==> config.mk <==
export PLATFORM = sky130hd
export DESIGN_NAME = scv_video_sig
export DESIGN_NICKNAME = d
export VERILOG_FILES = /design/src/rtl/scv_video_sig.sv
export SDC_FILE = /design/constraint.sdc
export NUM_CORES = 1
export LEC_CHECK = 0
export CORE_MARGIN = 1.5
export CORE_UTILIZATION = 60
export CTS_CLUSTER_SIZE = 20
export DETAILED_ROUTE_END_ITERATION = 10
export GPL_TIMING_DRIVEN = 0
export PLACE_DENSITY = 0.9
export SLEW_MARGIN = 40
export SYNTH_ARGS = -nofsm -noshare
export SYNTH_HDL_FRONTEND = slang
export SYNTH_SLANG_ARGS = --single-unit
==> constraint.sdc <==
create_clock -name CLK -period 4.61 [get_ports CLK]
set_clock_uncertainty 0.2 [all_clocks]
set_input_delay 1.383 -clock CLK [delete_from_list [all_inputs] [get_ports CLK]]
set_output_delay 1.383 -clock CLK [all_outputs]
set_load 0.005 [all_outputs]
==> src/rtl/scv_video_sig.sv <==
// scv_video_sig: per-line and per-frame CRC-16 video signature engine with one-shot/continuous capture
// Ports:
//   CLK, RESB             clock, asynchronous active-low reset
//   CE, DE, VS, PIX       pixel enable, display enable, vertical sync, pixel data (sampled on CE)
//   ARM, CONT             start capture pulse, continuous capture select
//   BUSY                  capture armed or running
//   LINE_VALID/CRC/LEN    last completed line signature
//   FRAME_VALID/CRC/LINES last completed frame signature
//   LEN_ERR               sticky line length mismatch within a frame
module scv_video_sig #(
  parameter int PW = 24,
  parameter int LW = 10,
  parameter int FW = 9,
  parameter logic [15:0] POLY = 16'h1021
) (
  input  logic          CLK,
  input  logic          RESB,
  input  logic          CE,
  input  logic          DE,
  input  logic          VS,
  input  logic [PW-1:0] PIX,
  input  logic          ARM,
  input  logic          CONT,
  output logic          BUSY,
  output logic          LINE_VALID,
  output logic [15:0]   LINE_CRC,
  output logic [LW-1:0] LINE_LEN,
  output logic          FRAME_VALID,
  output logic [15:0]   FRAME_CRC,
  output logic [FW-1:0] FRAME_LINES,
  output logic          LEN_ERR
);
  typedef enum logic [1:0] {IDLE, WAIT_VS, CAPTURE, DONE} state_t;
  state_t state;
  logic vs_q, de_q, ref_ok;
  logic [15:0] line_crc, frame_crc;
  logic [LW-1:0] pix_cnt, ref_len, pix_next;
  logic [FW-1:0] line_cnt, lines_next;
  logic cap, vs_rise, pix_on, line_close, frame_start;

  function automatic logic [15:0] crc_step(input logic [15:0] c, input logic [PW-1:0] d);
    logic [15:0] r;
    r = c;
    for (int i = PW - 1; i >= 0; i--) r = {r[14:0], 1'b0} ^ ((r[15] ^ d[i]) ? POLY : 16'h0000);
    return r;
  endfunction

  assign cap = state == CAPTURE;
  assign BUSY = state == WAIT_VS || cap;
  assign vs_rise = CE & VS & ~vs_q;
  assign pix_on = cap & CE & DE;
  // An open line is closed by the falling DE edge or, if DE is still high, by the frame boundary
  assign line_close = cap & CE & de_q & (~DE | vs_rise);
  assign frame_start = (state == WAIT_VS || cap) & vs_rise;
  assign pix_next = &pix_cnt ? pix_cnt : pix_cnt + LW'(1);
  assign lines_next = &line_cnt ? line_cnt : line_cnt + FW'(1);

  always_ff @(posedge CLK or negedge RESB) begin
    if (!RESB) begin
      state <= IDLE;
      vs_q <= 1'b0;
      de_q <= 1'b0;
      ref_ok <= 1'b0;
      ref_len <= '0;
      line_crc <= 16'hFFFF;
      frame_crc <= 16'hFFFF;
      pix_cnt <= '0;
      line_cnt <= '0;
      LINE_VALID <= 1'b0;
      LINE_CRC <= '0;
      LINE_LEN <= '0;
      FRAME_VALID <= 1'b0;
      FRAME_CRC <= '0;
      FRAME_LINES <= '0;
      LEN_ERR <= 1'b0;
    end else begin
      LINE_VALID <= 1'b0;
      FRAME_VALID <= 1'b0;
      if (CE) begin
        vs_q <= VS;
        de_q <= DE;
      end
      if ((state == IDLE || state == DONE) && ARM) begin
        state <= WAIT_VS;
        LEN_ERR <= 1'b0;
      end
      if (line_close) begin
        LINE_CRC <= line_crc;
        LINE_LEN <= pix_cnt;
        LINE_VALID <= 1'b1;
        line_cnt <= lines_next;
        line_crc <= 16'hFFFF;
        pix_cnt <= '0;
        if (!ref_ok) begin
          ref_len <= pix_cnt;
          ref_ok <= 1'b1;
        end else if (pix_cnt != ref_len) LEN_ERR <= 1'b1;
      end
      if (pix_on) begin
        line_crc <= crc_step(line_crc, PIX);
        frame_crc <= crc_step(frame_crc, PIX);
        pix_cnt <= pix_next;
      end
      if (cap && vs_rise) begin
        FRAME_CRC <= frame_crc;
        FRAME_LINES <= line_close ? lines_next : line_cnt;
        FRAME_VALID <= 1'b1;
      end
      // A pixel on the boundary CE cycle already belongs to the new frame
      if (frame_start) begin
        state <= (cap && !CONT) ? DONE : CAPTURE;
        line_cnt <= '0;
        ref_ok <= 1'b0;
        ref_len <= '0;
        line_crc <= DE ? crc_step(16'hFFFF, PIX) : 16'hFFFF;
        frame_crc <= DE ? crc_step(16'hFFFF, PIX) : 16'hFFFF;
        pix_cnt <= DE ? LW'(1) : '0;
      end
    end
  end
endmodule

==> results.md <==
- Status: finished clean
- Layout cells sized above 1: 17.1%
- Worst Setup Path Type: in -> reg
- Post-route ant nets: 0
- Dpl hpwl: 13700 µm
- Clock sink count: 120
- Ports: 86
- Core Rows: 41
- Total grt overflow: 0
- Worst Tran Pin Value: 0.725 ns
- CP Cell Sequence: clkdlybuf4s50_1, xor2_2, xnor3_1, xnor3_1, xnor2_2, xnor2_1, a211oi_1
- Max Fanout on Critical Path: 4
- FFs w/ async S/R, synth: 100%
- Total Power: 8.65 mW
- Hold Vio Cnt, Final: 0
- Core area: 12500 µm²
- Number of synthesized flops with an enable pin: 0
- CTS tree: built
- Hold WC Path Type: reg -> reg
- Starting Density: 61.1%
- Crit path time final: approximately 4.1 ns
- Routability cong.: 0.935
- Total Neg Setup Slack: 0 ns
- Deepest clock path buffer count: 2
- WL final: between 15000 and 20000 µm
- Initial antenna violation count: 0
- Die footprint: 13400 µm²
- Skew-Pair Late Insertion Delay: between 0.4 and 0.5 ns
- Vias in the first global route: 5636
- Wire length per cell: 19.8 µm
- Drt first pass iters: 6
- CTS Root Cell: clkbuf_16
- Area contributors post-synth: dfrtp_1 (29%), xnor2_1 (11%), dfstp_2 (11%)
- Final setup viols: 0
- Power per cell area: 927 nW/µm²
- Synth cell count leaders: xnor2_1 (97), dfrtp_1 (88), nand2_1 (82)
- Post-CTS Hold Buffers: 0
- Seq/Total Area, Yosys: 39.8%
- I/O Buffers: 75
- Die Wd: 116 µm
- Fin area: between 9000 and 10000 µm²
- CP startpoint kind: input port
- Slew Viols, Final: 0
- Top-count cell post-synth: xnor2_1
- Htree depth: 4
- Fin crit share: between 80 and 90%
- DRT iter0 DRCs: around 420
- Syn nets: 708
- Slew HR: 51.6%
- Final hold slack: 0.272 ns
- Cell accounting for the most synthesized area: dfrtp_1
- Area Overhead vs Synth: 21.9%
- Vias post-DR: 5503
- Largest net degree at the start of global routing: 67
- Total GRT Usage: 29.8%
- CTS resizes: 0
- First-pass GRT wire length: approximately 30000 µm
- Crit end category: register
- Avg Cell Area, Syn: 11.4 µm²
- Most frequent CP cell: xnor3_1
- Final nets: 803
- Worst endpoint required time: roughly 4.7 ns
- Syn Inst Count: 674
- Drt drc: 0
- Clk pin slew, worst setup/hold paths: 0.06 ns
- Worst vdd ir: 0.547 mV
- Worst Path Arrival: 4.16 ns
- Total CTS buffers: 17
- Ys flop type: dfrtp_1
- Max-cap violations: 0
- Yosys warns: 0
- Final antenna diode count: 0
- Area after DPL: around 8700 µm²
- Die height: 116 µm
- Netlist Area Pre-Place: 7650 µm²
- Leakage: around 4.3 nW
- CP peak stage delay: 0.62 ns
- Share of the synthesized area in the top cell type: 28.8%
- Post-CTS setup buffer count: 0
- Vias per inst: 5.77
- Filler Cells Inserted: around 830
- RSZ-0062 raised after global routing: false
- Max Freq: 247 MHz
- Register bit count reported by yosys: 120
- CP max stage cell: clkdlybuf4s50_1
- Yosys cell types: 54
-- critical path: cells and delay by family --
| kind | cells | cell delay (ns) |
|---|---|---|
| buf+inv | 1 | 0.62 |
| compound gates | 1 | 0.37 |
| xor+xnor | 5 | 1.78 |
-- state kept, by name (all words and copies together), names as in the netlist --
register     count
FRAME_LINES      9
de_q             1
LINE_VALID       1
ref_ok           1
line_crc        16
state            2
vs_q             1
FRAME_CRC       16
line_cnt         9
frame_crc       16
LINE_LEN        10
pix_cnt         10
ref_len         10
FRAME_VALID      1
LINE_CRC        16
LEN_ERR          1
-- worst paths after layout --
path | start | to | slack (ns) | cells after the start
hold reg to reg | FRAME_CRC[10] | FRAME_CRC[10] | 0.27 | 2
setup reg to reg | state[1] | line_crc[2] | 1.68 | 8
hold / removal | FRAME_CRC[10] | FRAME_CRC[10] | 0.27 | 2
setup / recovery | PIX[14] | line_crc[14] | 0.56 | 7
max in group asynchronous | RESB | frame_crc[9] | 2.84 | 2
min in group asynchronous | RESB | LINE_CRC[3] | 0.66 | 1
-- logic make-up after synthesis --
family / after synthesis / share of synthesized area (%)
xor+xnor: 208 / 34.6
simple gates: 170 / 9.56
flops: 120 / 39.8
compound gates: 85 / 7.06
buf+inv: 46 / 2.52
mux: 42 / 5.97
fa+ha+maj: 3 / 0.490
-- per-layer routing --
layer,wire length [µm],vias to the layer above,global-route usage [%]
met5,0,-,0
li1,-,2470,-
met3,1340,58,6.49
met1,7360,2726,36.4
met4,628,0,12.5
met2,9570,249,51.3
-- final cells by class --
class,instances,area [µm²],area share (%)
clock inverter,12,221,2.37
timing repair buffer,76,783,8.39
buffer,40,170,1.82
tap,172,215,2.31
clock buffer,20,457,4.89
inverter,6,22.5,0.241
sequential,120,3040,32.6
multi-input combinational,508,4420,47.4
-- per-stage QoR --
stage                     util (%)  worst slack (ns)  instances
after floorplan                  -             0.994        674
after detailed placement      69.1             0.331        922
after global routing          74.6             0.539        954
after CTS                     74.6             0.626        954
final                         74.6             0.557        954
after global placement        68.9             -2.45        921
-- where the power goes --
part	switching [mW]	total [mW]	internal (mW)
registers	0.215	1.61	1.39
clock network	0.480	1.52	1.04
logic	2.53	5.52	2.99
-- layout by cell type, fill, tap and decap left out, types with 11 or more instances in the layout --
cell / n
mux2i_1: 13
xnor2_1: 97
mux2_2: 29
nor2_1: 46
o21ai_0: 33
nand2_1: 82
xnor3_1: 32
a21oi_1: 17
clkbuf_1: 30
dfrtp_1: 88
dfstp_2: 32
xor3_1: 11
clkdlybuf4s50_1: 74
xor2_1: 48
clkbuf_16: 17
No activity file was read; power rests on OpenSTA's default activity.
